## src/rtl/bus_rbtr_pkg.sv

```systemverilog
// bus_rbtr_pkg: shared types, mode constants and destination decode for the bus arbiter
package bus_rbtr_pkg;

    typedef enum logic [1:0] {IDLE, POP, PUSH} rbtr_state_t;

    localparam int MODE_RR   = 0;
    localparam int MODE_PRIO = 1;

    // mask is sized for the largest supported bus (16 terminals)
    typedef struct packed {
        logic [15:0] mask;
        logic        err;
    } dst_t;

    // broadcast wins over the range check, so a broadcast id below drvrs still fans out
    function automatic dst_t dst_decode(input logic [31:0] id, input int src, input int drvrs,
                                        input logic [31:0] broadcast);
        dst_t r;
        r.mask = '0;
        r.err  = 1'b0;
        if (id == broadcast)
            r.mask = 16'((33'd1 << drvrs) - 33'd1) & ~(16'd1 << src);
        else if (id < 32'(drvrs))
            r.mask = 16'd1 << id;
        else
            r.err = 1'b1;
        return r;
    endfunction

endpackage

```

## src/rtl/bus_rbtr_rr_pick.sv

```systemverilog
// rr_pick: combinational source selection, round-robin from ptr_i or lowest index first
module rr_pick
    import bus_rbtr_pkg::*;
#(
    parameter int n    = 4,
    parameter int mode = MODE_RR
) (
    input  logic [n-1:0]         req_i,
    input  logic [$clog2(n)-1:0] ptr_i,
    output logic [$clog2(n)-1:0] sel_o,
    output logic                 vld_o
);

    localparam int PW = $clog2(n);

    int base;
    int idx;

    // scan offsets from the top down so the nearest pending terminal to base wins
    always_comb begin
        base  = (mode == MODE_PRIO) ? 0 : int'(ptr_i);
        idx   = 0;
        sel_o = '0;
        vld_o = |req_i;
        for (int k = n - 1; k >= 0; k--) begin
            idx = (base + k) % n;
            if (req_i[idx[PW-1:0]]) sel_o = idx[PW-1:0];
        end
    end

endmodule

```

## src/rtl/bus_rbtr_rr.sv

```systemverilog
// bus_rbtr_rr: shared-bus arbiter moving one packet per three cycles from terminal FIFOs to terminals
module bus_rbtr_rr
    import bus_rbtr_pkg::*;
#(
    parameter int               drvrs     = 4,
    parameter int               pckg_sz   = 16,
    parameter int               id_w      = 8,
    parameter logic [id_w-1:0]  broadcast = {id_w{1'b1}},
    parameter int               mode      = MODE_RR
) (
    input  logic                            clk,
    input  logic                            reset,
    input  logic [drvrs-1:0]                pndng,
    input  logic [drvrs-1:0][pckg_sz-1:0]   D_pop,
    output logic [drvrs-1:0]                pop,
    output logic [drvrs-1:0]                push,
    output logic [drvrs-1:0][pckg_sz-1:0]   D_push,
    output logic                            err_dst,
    output logic [15:0]                     pkt_cnt
);

    localparam int PW = $clog2(drvrs);

    rbtr_state_t        state_q;
    logic [PW-1:0]      src_q;
    logic [PW-1:0]      rr_ptr_q;
    logic [pckg_sz-1:0] pkt_q;
    logic [PW-1:0]      pick_sel;
    logic               pick_vld;
    dst_t               dec;

    rr_pick #(.n(drvrs), .mode(mode)) u_pick (
        .req_i (pndng),
        .ptr_i (rr_ptr_q),
        .sel_o (pick_sel),
        .vld_o (pick_vld)
    );

    // decode straight from the FIFO head so push/err can be registered on the closing POP edge
    always_comb dec = dst_decode(32'(D_pop[src_q][pckg_sz-1 -: id_w]), int'(src_q), drvrs, 32'(broadcast));

    assign D_push = {drvrs{pkt_q}};

    // IDLE picks a source, POP strobes it and latches data, PUSH delivers and returns to IDLE
    always_ff @(posedge clk or posedge reset) begin
        if (reset) begin
            state_q  <= IDLE;
            src_q    <= '0;
            rr_ptr_q <= '0;
            pkt_q    <= '0;
            pop      <= '0;
            push     <= '0;
            err_dst  <= 1'b0;
            pkt_cnt  <= '0;
        end else begin
            case (state_q)
                IDLE: begin
                    if (pick_vld) begin
                        src_q   <= pick_sel;
                        pop     <= drvrs'(1) << pick_sel;
                        state_q <= POP;
                    end
                end
                POP: begin
                    pop     <= '0;
                    pkt_q   <= D_pop[src_q];
                    push    <= dec.mask[drvrs-1:0];
                    err_dst <= dec.err;
                    if (|dec.mask) pkt_cnt <= pkt_cnt + 16'd1;
                    if (mode == MODE_RR) rr_ptr_q <= (src_q == PW'(drvrs - 1)) ? '0 : src_q + PW'(1);
                    state_q <= PUSH;
                end
                PUSH: begin
                    push    <= '0;
                    err_dst <= 1'b0;
                    state_q <= IDLE;
                end
                default: state_q <= IDLE;
            endcase
        end
    end

endmodule

```

## config.mk

```make
export PLATFORM = sky130hd
export DESIGN_NAME = bus_rbtr_rr
export DESIGN_NICKNAME = d
export VERILOG_FILES = /design/src/rtl/bus_rbtr_pkg.sv /design/src/rtl/bus_rbtr_rr_pick.sv /design/src/rtl/bus_rbtr_rr.sv
export SDC_FILE = /design/constraint.sdc
export NUM_CORES = 1
export LEC_CHECK = 0
export CAP_MARGIN = 15
export CORE_UTILIZATION = 35
export CTS_BUF_LIST = sky130_fd_sc_hd__clkbuf_16
export DETAILED_ROUTE_END_ITERATION = 8
export PLACE_DENSITY = 0.72
export SKIP_LAST_GASP = 1
export SLEW_MARGIN = 20
export SYNTH_ARGS = -nofsm -noshare
export SYNTH_HDL_FRONTEND = slang
export SYNTH_SLANG_ARGS = --single-unit
```

## constraint.sdc

```tcl
create_clock -name clk -period 5.9 [get_ports clk]
set_input_delay 0.885 -clock clk [delete_from_list [all_inputs] [get_ports clk]]
set_output_delay 0.885 -clock clk [all_outputs]
set_load 0.005 [all_outputs]
```

==> flow_metrics.py, run 1 <==
metrics = {
    "outcome": {
        "outcome": "finished, final reports clean",
    },
    "die": {
        "boundaryPins": 159,
        "rows": 34,
        "die_h_um": 96.9,
        "die_area_mm2": 0.00939,
        "start_util": 0.361,
        "die_width_um": 96.9,
        "core-area_mm2": 0.00872,
    },
    "synthesis": {
        "ys.flop_type": "dfrtp_1",
        "synth_edf_count": 0,
        "syn_avg_cell_area_um2": 11.7,
        "synth_xor_xnor_area_share": 0.0417,
        "async_reset_ff_frac": 1.00,
        "synth_top_family_by_area": "multiplexers",
        "syn_area_mm2": 0.00315,
        "synthCells": 269,
        "yosys-mux-area-fraction": 0.187,
        "ys_warn_count": 0,
        "netlist_top_cells_area": "dfrtp_1 37%, buf_4 11%, mux4_2 11%, mux2_2 6.4%, xnor2_1 4.2%",
        "synth_compound_area_frac": 0.117,
        "synth_fa_ha_area_frac": 0.0357,
        "yosysSeqAreaShare": 0.373,
        "yosysUniqueCellTypes": 45,
        "synth_top_area_frac": 0.373,
        "synth_simple_gate_area_frac": 0.0917,
        "synth.largest_area_cell": "dfrtp_1",
        "ys_seq_elements": 47,
        "syn_nets": 348,
    },
    "routing": {
        "drtPass1Iterations": 4,
        "highest_layer": "met4",
        "wl_met3_um": 315,
        "via_per_inst": 4.96,
        "drt-total-wl_um": 7740,
        "ant_nets": 0,
        "met1_length_um": 3190,
        "wl_per_cell_um": 16.0,
        "vias": 2401,
        "drt-initial-drc-count": 53,
        "drc": 0,
        "met2WireLength_um": 4110,
    },
    "setup_path": {
        "critPathMaxFanout": 17,
        "critPathRequiredTime_ns": 6.07,
        "cp_num_buf_inv": 1,
        "crit_path_end_kind": "flip-flop",
        "cp.arrival_ns": 3.18,
        "worstPathCellList": "clkdlybuf4s50_1 -> mux4_2 -> nor2_2 -> and3_1 -> o21ai_2 -> mux2_4",
        "path_delay_family": "multiplexers",
        "setup.worst_path.start_class": "input port",
        "critical_path_class": "in -> reg",
        "cp_slowest_stage_delay_ns": 0.70,
        "cp_slowest_cell": "and3_1",
    },
    "finish": {
        "antenna_cells": 0,
        "syn_to_final_growth_pct": 45.0,
        "seq_area_mm2": 0.00118,
        "finalNetCount": 454,
        "fillCellCount": 787,
        "layout-drive-gt1-share": 0.160,
        "final_area_mm2": 0.00457,
        "multiInputGateArea_mm2": 0.00149,
        "final_cell_count_no_fill": 484,
    },
    "placed_design": {
        "place_inst": 476,
        "portBuffers": 158,
        "placed_cell_area_mm2": 0.00443,
        "hpwlAfterDp_um": 6180,
        "gp_congestion": 0.752,
    },
    "cts": {
        "cts_resized": 0,
        "tritoncts": "done",
        "cts_hold_buf": 0,
        "clkLatencyLatePin_ns": 0.29,
        "cts.htree.levels": 2,
        "cts_sinks": 47,
        "cts_buffer_depth": 2,
        "root_buffer": "clkbuf_16",
        "post-cts-setup-buffers": 0,
        "cts_made_buffers": 5,
        "cts.clk_slew.worst_paths_ns": 0.06,
    },
    "timing": {
        "setup_tns_ns": 0,
        "fmax_mhz": 333,
        "rsz0062_at_grt": "no",
        "worstMarginPinSlew_ns": 0.821,
        "period_share": 0.509,
        "setup-violations-final": 0,
        "hold_viol_final": 0,
        "layout_min_cycle_time_ns": 3.00,
        "drv_slew": 0,
        "skew_ns": 0.00697,
        "slew_headroom": 0.453,
    },
    "global_route": {
        "gr-usage-all-layers": 0.172,
        "overflow": 0,
        "grt_pass1_vias": 2539,
        "antenna_found_initial": 0,
        "grt_max_degree": 48,
        "grt_pass1_wl_um": 13100,
    },
    "power_and_ir_drop": {
        "vdd_drop_max_mv": 0.184,
        "pwr-share-clk": 0.137,
        "seqPwrFrac": 0.289,
        "p_comb_frac": 0.574,
        "p_int_uw": 1300,
        "power-per-cell-area_mw_per_mm2": 426,
        "swShare": 0.331,
        "switchingPower_uw": 645,
        "leakagePower_uw": 0.00188,
    },
    "min_path": {
        "hold_class": "reg -> reg",
    },
    "run": {
        "max-cap-violations": 0,
    },
}
==> cell families after synthesis <==
logic type	count (synthesis)
AOI/OAI and AO/OA	44
xor gates and xnor gates	15
DFF	47
muxes	36
adders and majority gates	9
buffers and inverters	70
and+or+nand+nor	48
==> synth_stat cells (2+ instances only) <==
master / number
and3_1: 7
buf_6: 3
a32o_1: 2
o211ai_2: 7
nor2b_1: 4
mux2_2: 18
ha_1: 9
mux4_2: 16
and2_1: 2
o2111ai_2: 2
and4_1: 4
a31oi_1: 2
a41oi_1: 2
buf_2: 3
dfrtp_1: 47
o22ai_1: 4
nand2_1: 11
nor2_1: 9
clkbuf_1: 5
o21ai_1: 8
a21oi_1: 4
a22o_1: 3
nand2b_1: 4
o2111ai_1: 4
inv_1: 8
buf_4: 48
xnor2_1: 15
==> metal layers <==
metal / GRT usage / vias up
met1: 0.213 / 1175
met4: 0.0482 / 0
met2: 0.305 / 71
met5: 0 / -
li1: - / 1143
met3: 0.0311 / 12
==> stage by stage <==
stage / total power (uW) / setup WS, ns / hold WS (ns) / utilization
finish: 1950 / 2.90 / 0.474 / 0.524
floorplan: 1280 / 3.56 / 0.468 / -
global placement: 1680 / 2.64 / 0.459 / 0.508
global route: 2080 / 2.79 / 0.518 / 0.524
CTS: 1980 / 2.93 / 0.480 / 0.524
detailed placement: 1700 / 2.64 / 0.472 / 0.508
==> placed cells by master, fill, tap and decap left out, types with 5 or more instances in the layout <==
cell type,n
dfrtp_1,47
mux4_2,16
ha_1,9
nand2_1,11
and3_1,7
xnor2_1,15
clkdlybuf4s50_1,158
o21ai_1,8
clkbuf_16,5
mux2_2,18
o211ai_2,7
nor2_1,9
inv_1,9
==> registers in the layout (all words and copies together) (netlist names) <==
| signal | cells |
|---|---|
| push | 4 |
| pkt_cnt | 16 |
| src_q | 2 |
| pop | 4 |
| pkt_q | 16 |
| err_dst | 1 |
| state_q | 2 |
| rr_ptr_q | 2 |
==> power groups by stage <==
stage / logic, uW / clock network [uW] / registers, uW
floorplan: 755 / 0 / 529
global placement: 1120 / 0 / 566
detailed placement: 1130 / 0 / 571
CTS: 1140 / 273 / 567
global route: 1210 / 287 / 586
finish: 1120 / 266 / 562
==> cell type report <==
type / count / share of cell area
clock buffer: 5 / 0.0274
clock inverter: 3 / 0.00274
inverter: 9 / 0.00766
multi-input combinational: 152 / 0.326
sequential: 47 / 0.257
tap: 108 / 0.0296
timing repair buffer: 160 / 0.349
==> worst paths after layout <==
| kind | to | slack [ns] | startpoint | cells past startpoint |
|---|---|---|---|---|
| setup reg to reg | pkt_cnt[1] | 3.08 | src_q[1] | 5 |
| max in group asynchronous | pkt_q[14] | 4.35 | reset | 2 |
| hold / removal | pkt_cnt[15] | 0.47 | pkt_cnt[15] | 1 |
| min in group asynchronous | pkt_cnt[6] | 1.04 | reset | 2 |
| hold reg to reg | pkt_cnt[15] | 0.47 | pkt_cnt[15] | 1 |
| setup / recovery | pkt_cnt[1] | 2.90 | D_pop[43] | 6 |
No activity file was read; power rests on OpenSTA's default activity.
==> inputs of run 2 (changes only) <==
--- a/config.mk
+++ b/config.mk
@@ -9,7 +9,7 @@
 export CORE_UTILIZATION = 35
 export CTS_BUF_LIST = sky130_fd_sc_hd__clkbuf_16
 export DETAILED_ROUTE_END_ITERATION = 8
-export PLACE_DENSITY = 0.72
+export PLACE_DENSITY = 0.74
 export SKIP_LAST_GASP = 1
 export SLEW_MARGIN = 20
 export SYNTH_ARGS = -nofsm -noshare
==> constraint.sdc (replaced) <==
create_clock -name clk -period 2.5 [get_ports clk]
set_input_delay 0.375 -clock clk [delete_from_list [all_inputs] [get_ports clk]]
set_output_delay 0.375 -clock clk [all_outputs]
set_load 0.005 [all_outputs]
==> flow_metrics.py, run 2 (synthesis gave the netlist of run 1 again) <==
metrics = {
    "routing": {
        "wl_met3_um": 320,
        "wl_per_cell_um": 15.8,
        "via_per_inst": 5.03,
        "highest_layer": "met4",
        "met1_length_um": 3260,
        "met2WireLength_um": 4060,
        "ant_nets": 0,
        "drc": 0,
        "drt-total-wl_um": 7760,
        "vias": 2464,
        "drt-initial-drc-count": 104,
        "drtPass1Iterations": 4,
    },
    "min_path": {
        "hold_class": "reg -> reg",
        "hold_depth": 1,
    },
    "die": {
        "core-area_mm2": 0.00872,
        "start_util": 0.361,
        "die_width_um": 96.9,
        "boundaryPins": 159,
        "die_h_um": 96.9,
        "die_area_mm2": 0.00939,
        "rows": 34,
    },
    "cts": {
        "clkLatencyLatePin_ns": 0.28,
        "cts.htree.levels": 2,
        "tritoncts": "done",
        "cts_made_buffers": 5,
        "cts_buffer_depth": 2,
        "cts_resized": 0,
        "post-cts-setup-buffers": 0,
        "cts.clk_slew.worst_paths_ns": 0.06,
        "root_buffer": "clkbuf_16",
        "cts_hold_buf": 0,
        "cts_sinks": 47,
    },
    "timing": {
        "setup_tns_ns": 0,
        "skew_ns": 0.00610,
        "worst_slack_ns": 0.245,
        "period_share": 0.902,
        "setup-violations-final": 0,
        "slew_headroom": 0.589,
        "hold_viol_final": 0,
        "layout_min_cycle_time_ns": 2.25,
        "fmax_mhz": 444,
        "rsz0062_at_grt": "no",
        "worstMarginPinSlew_ns": 0.616,
        "drv_slew": 0,
    },
    "run": {
        "max-cap-violations": 0,
    },
    "setup_path": {
        "setup.worst_path.start_class": "flip-flop",
        "reg2regPathDepth": 7,
        "critPathMaxFanout": 14,
        "cp.arrival_ns": 2.45,
        "critical_path_class": "reg -> reg",
        "critPathRequiredTime_ns": 2.70,
        "crit_path_end_kind": "flip-flop",
    },
    "placed_design": {
        "gp_congestion": 0.808,
        "place_ws_ns": 0.0772,
        "portBuffers": 158,
        "hpwlAfterDp_um": 6160,
    },
    "power_and_ir_drop": {
        "vdd_drop_max_mv": 0.521,
        "power-per-cell-area_mw_per_mm2": 1010,
        "leakagePower_uw": 0.00190,
    },
    "finish": {
        "top_regs": "pkt_cnt x16, pkt_q x16",
        "final_common_cell": "clkdlybuf4s50_1",
        "final_cell_mix": "158 x clkdlybuf4s50_1, 46 x dfrtp_1, 18 x mux2_2",
        "finalNetCount": 461,
        "syn_to_final_growth_pct": 47.0,
        "layout-drive-gt1-share": 0.178,
        "antenna_cells": 0,
    },
    "global_route": {
        "gr-usage-all-layers": 0.171,
        "grt_pass1_vias": 2567,
        "grt_pass1_wl_um": 13000,
        "grt_max_degree": 48,
        "antenna_found_initial": 0,
        "overflow": 0,
    },
    "outcome": {
        "outcome": "finished, final reports clean",
    },
}
-- run 2: cell count changes in the layout (fill, tap and decap cells not counted), sizes merged --
cell	previous run	this run
buf	2	9
inv	10	9
-- run 2: worst paths after layout --
kind / startpoint / to / slack (ns)
worst min-delay path: pkt_cnt[15] / pkt_cnt[15] / 0.48
worst max register to register: src_q[0] / pkt_cnt[12] / 0.25
worst min register to register: pkt_cnt[15] / pkt_cnt[15] / 0.48
worst max-delay path: src_q[0] / pkt_cnt[12] / 0.25
min in group asynchronous: reset / pkt_q[1] / 0.57
max in group asynchronous: reset / src_q[0] / 1.48
-- run 2: critical path, cell delays in order (launching register included) --
cell and delay [ns]:
dfrtp_2 0.51, buf_4 0.21, mux4_2 0.63, nand4_4 0.17, nor3_4 0.06, buf_4 0.20, o2111ai_1 0.22, xnor2_1 0.15
-- run 2: layout make-up --
class                   count  area [um^2]
fillers                   773         4090
well taps                 108          135
flip-flops and latches     47         1180
clock buffers               5          125
inverters                   9         33.8
multi-input cells         152         1490
repair buffers            167         1660
clock inverters             2         8.76
-- run 2: where the power goes --
group	switching [uW]	internal, uW	leakage (uW)
clock network	262	359	0.0000671
logic	978	1750	0.00123
registers	317	1010	0.000602
total	1560	3110	0.00190
-- run 2: through the flow --
| step | instance area [um^2] | hold WS (ns) | util | total power [uW] | instances |
|---|---|---|---|---|---|
| 5_1_grt | 4630 | 0.500 | 0.531 | 5010 | 490 |
| 2_1_floorplan | 3150 | 0.468 | - | 3030 | 269 |
| 4_1_cts | 4630 | 0.491 | 0.531 | 4740 | 490 |
| 6_report | 4630 | 0.477 | 0.531 | 4670 | 490 |
| 3_3_place_gp | 4500 | 0.460 | 0.516 | 4020 | 483 |
| 3_5_place_dp | 4500 | 0.482 | 0.516 | 4100 | 483 |
-- run 2: per-layer routing --
| layer | up-vias | global-route usage |
|---|---|---|
| met5 | - | 0 |
| met4 | 0 | 0.0482 |
| met3 | 13 | 0.0340 |
| met2 | 76 | 0.296 |
| met1 | 1221 | 0.215 |
| li1 | 1154 | - |
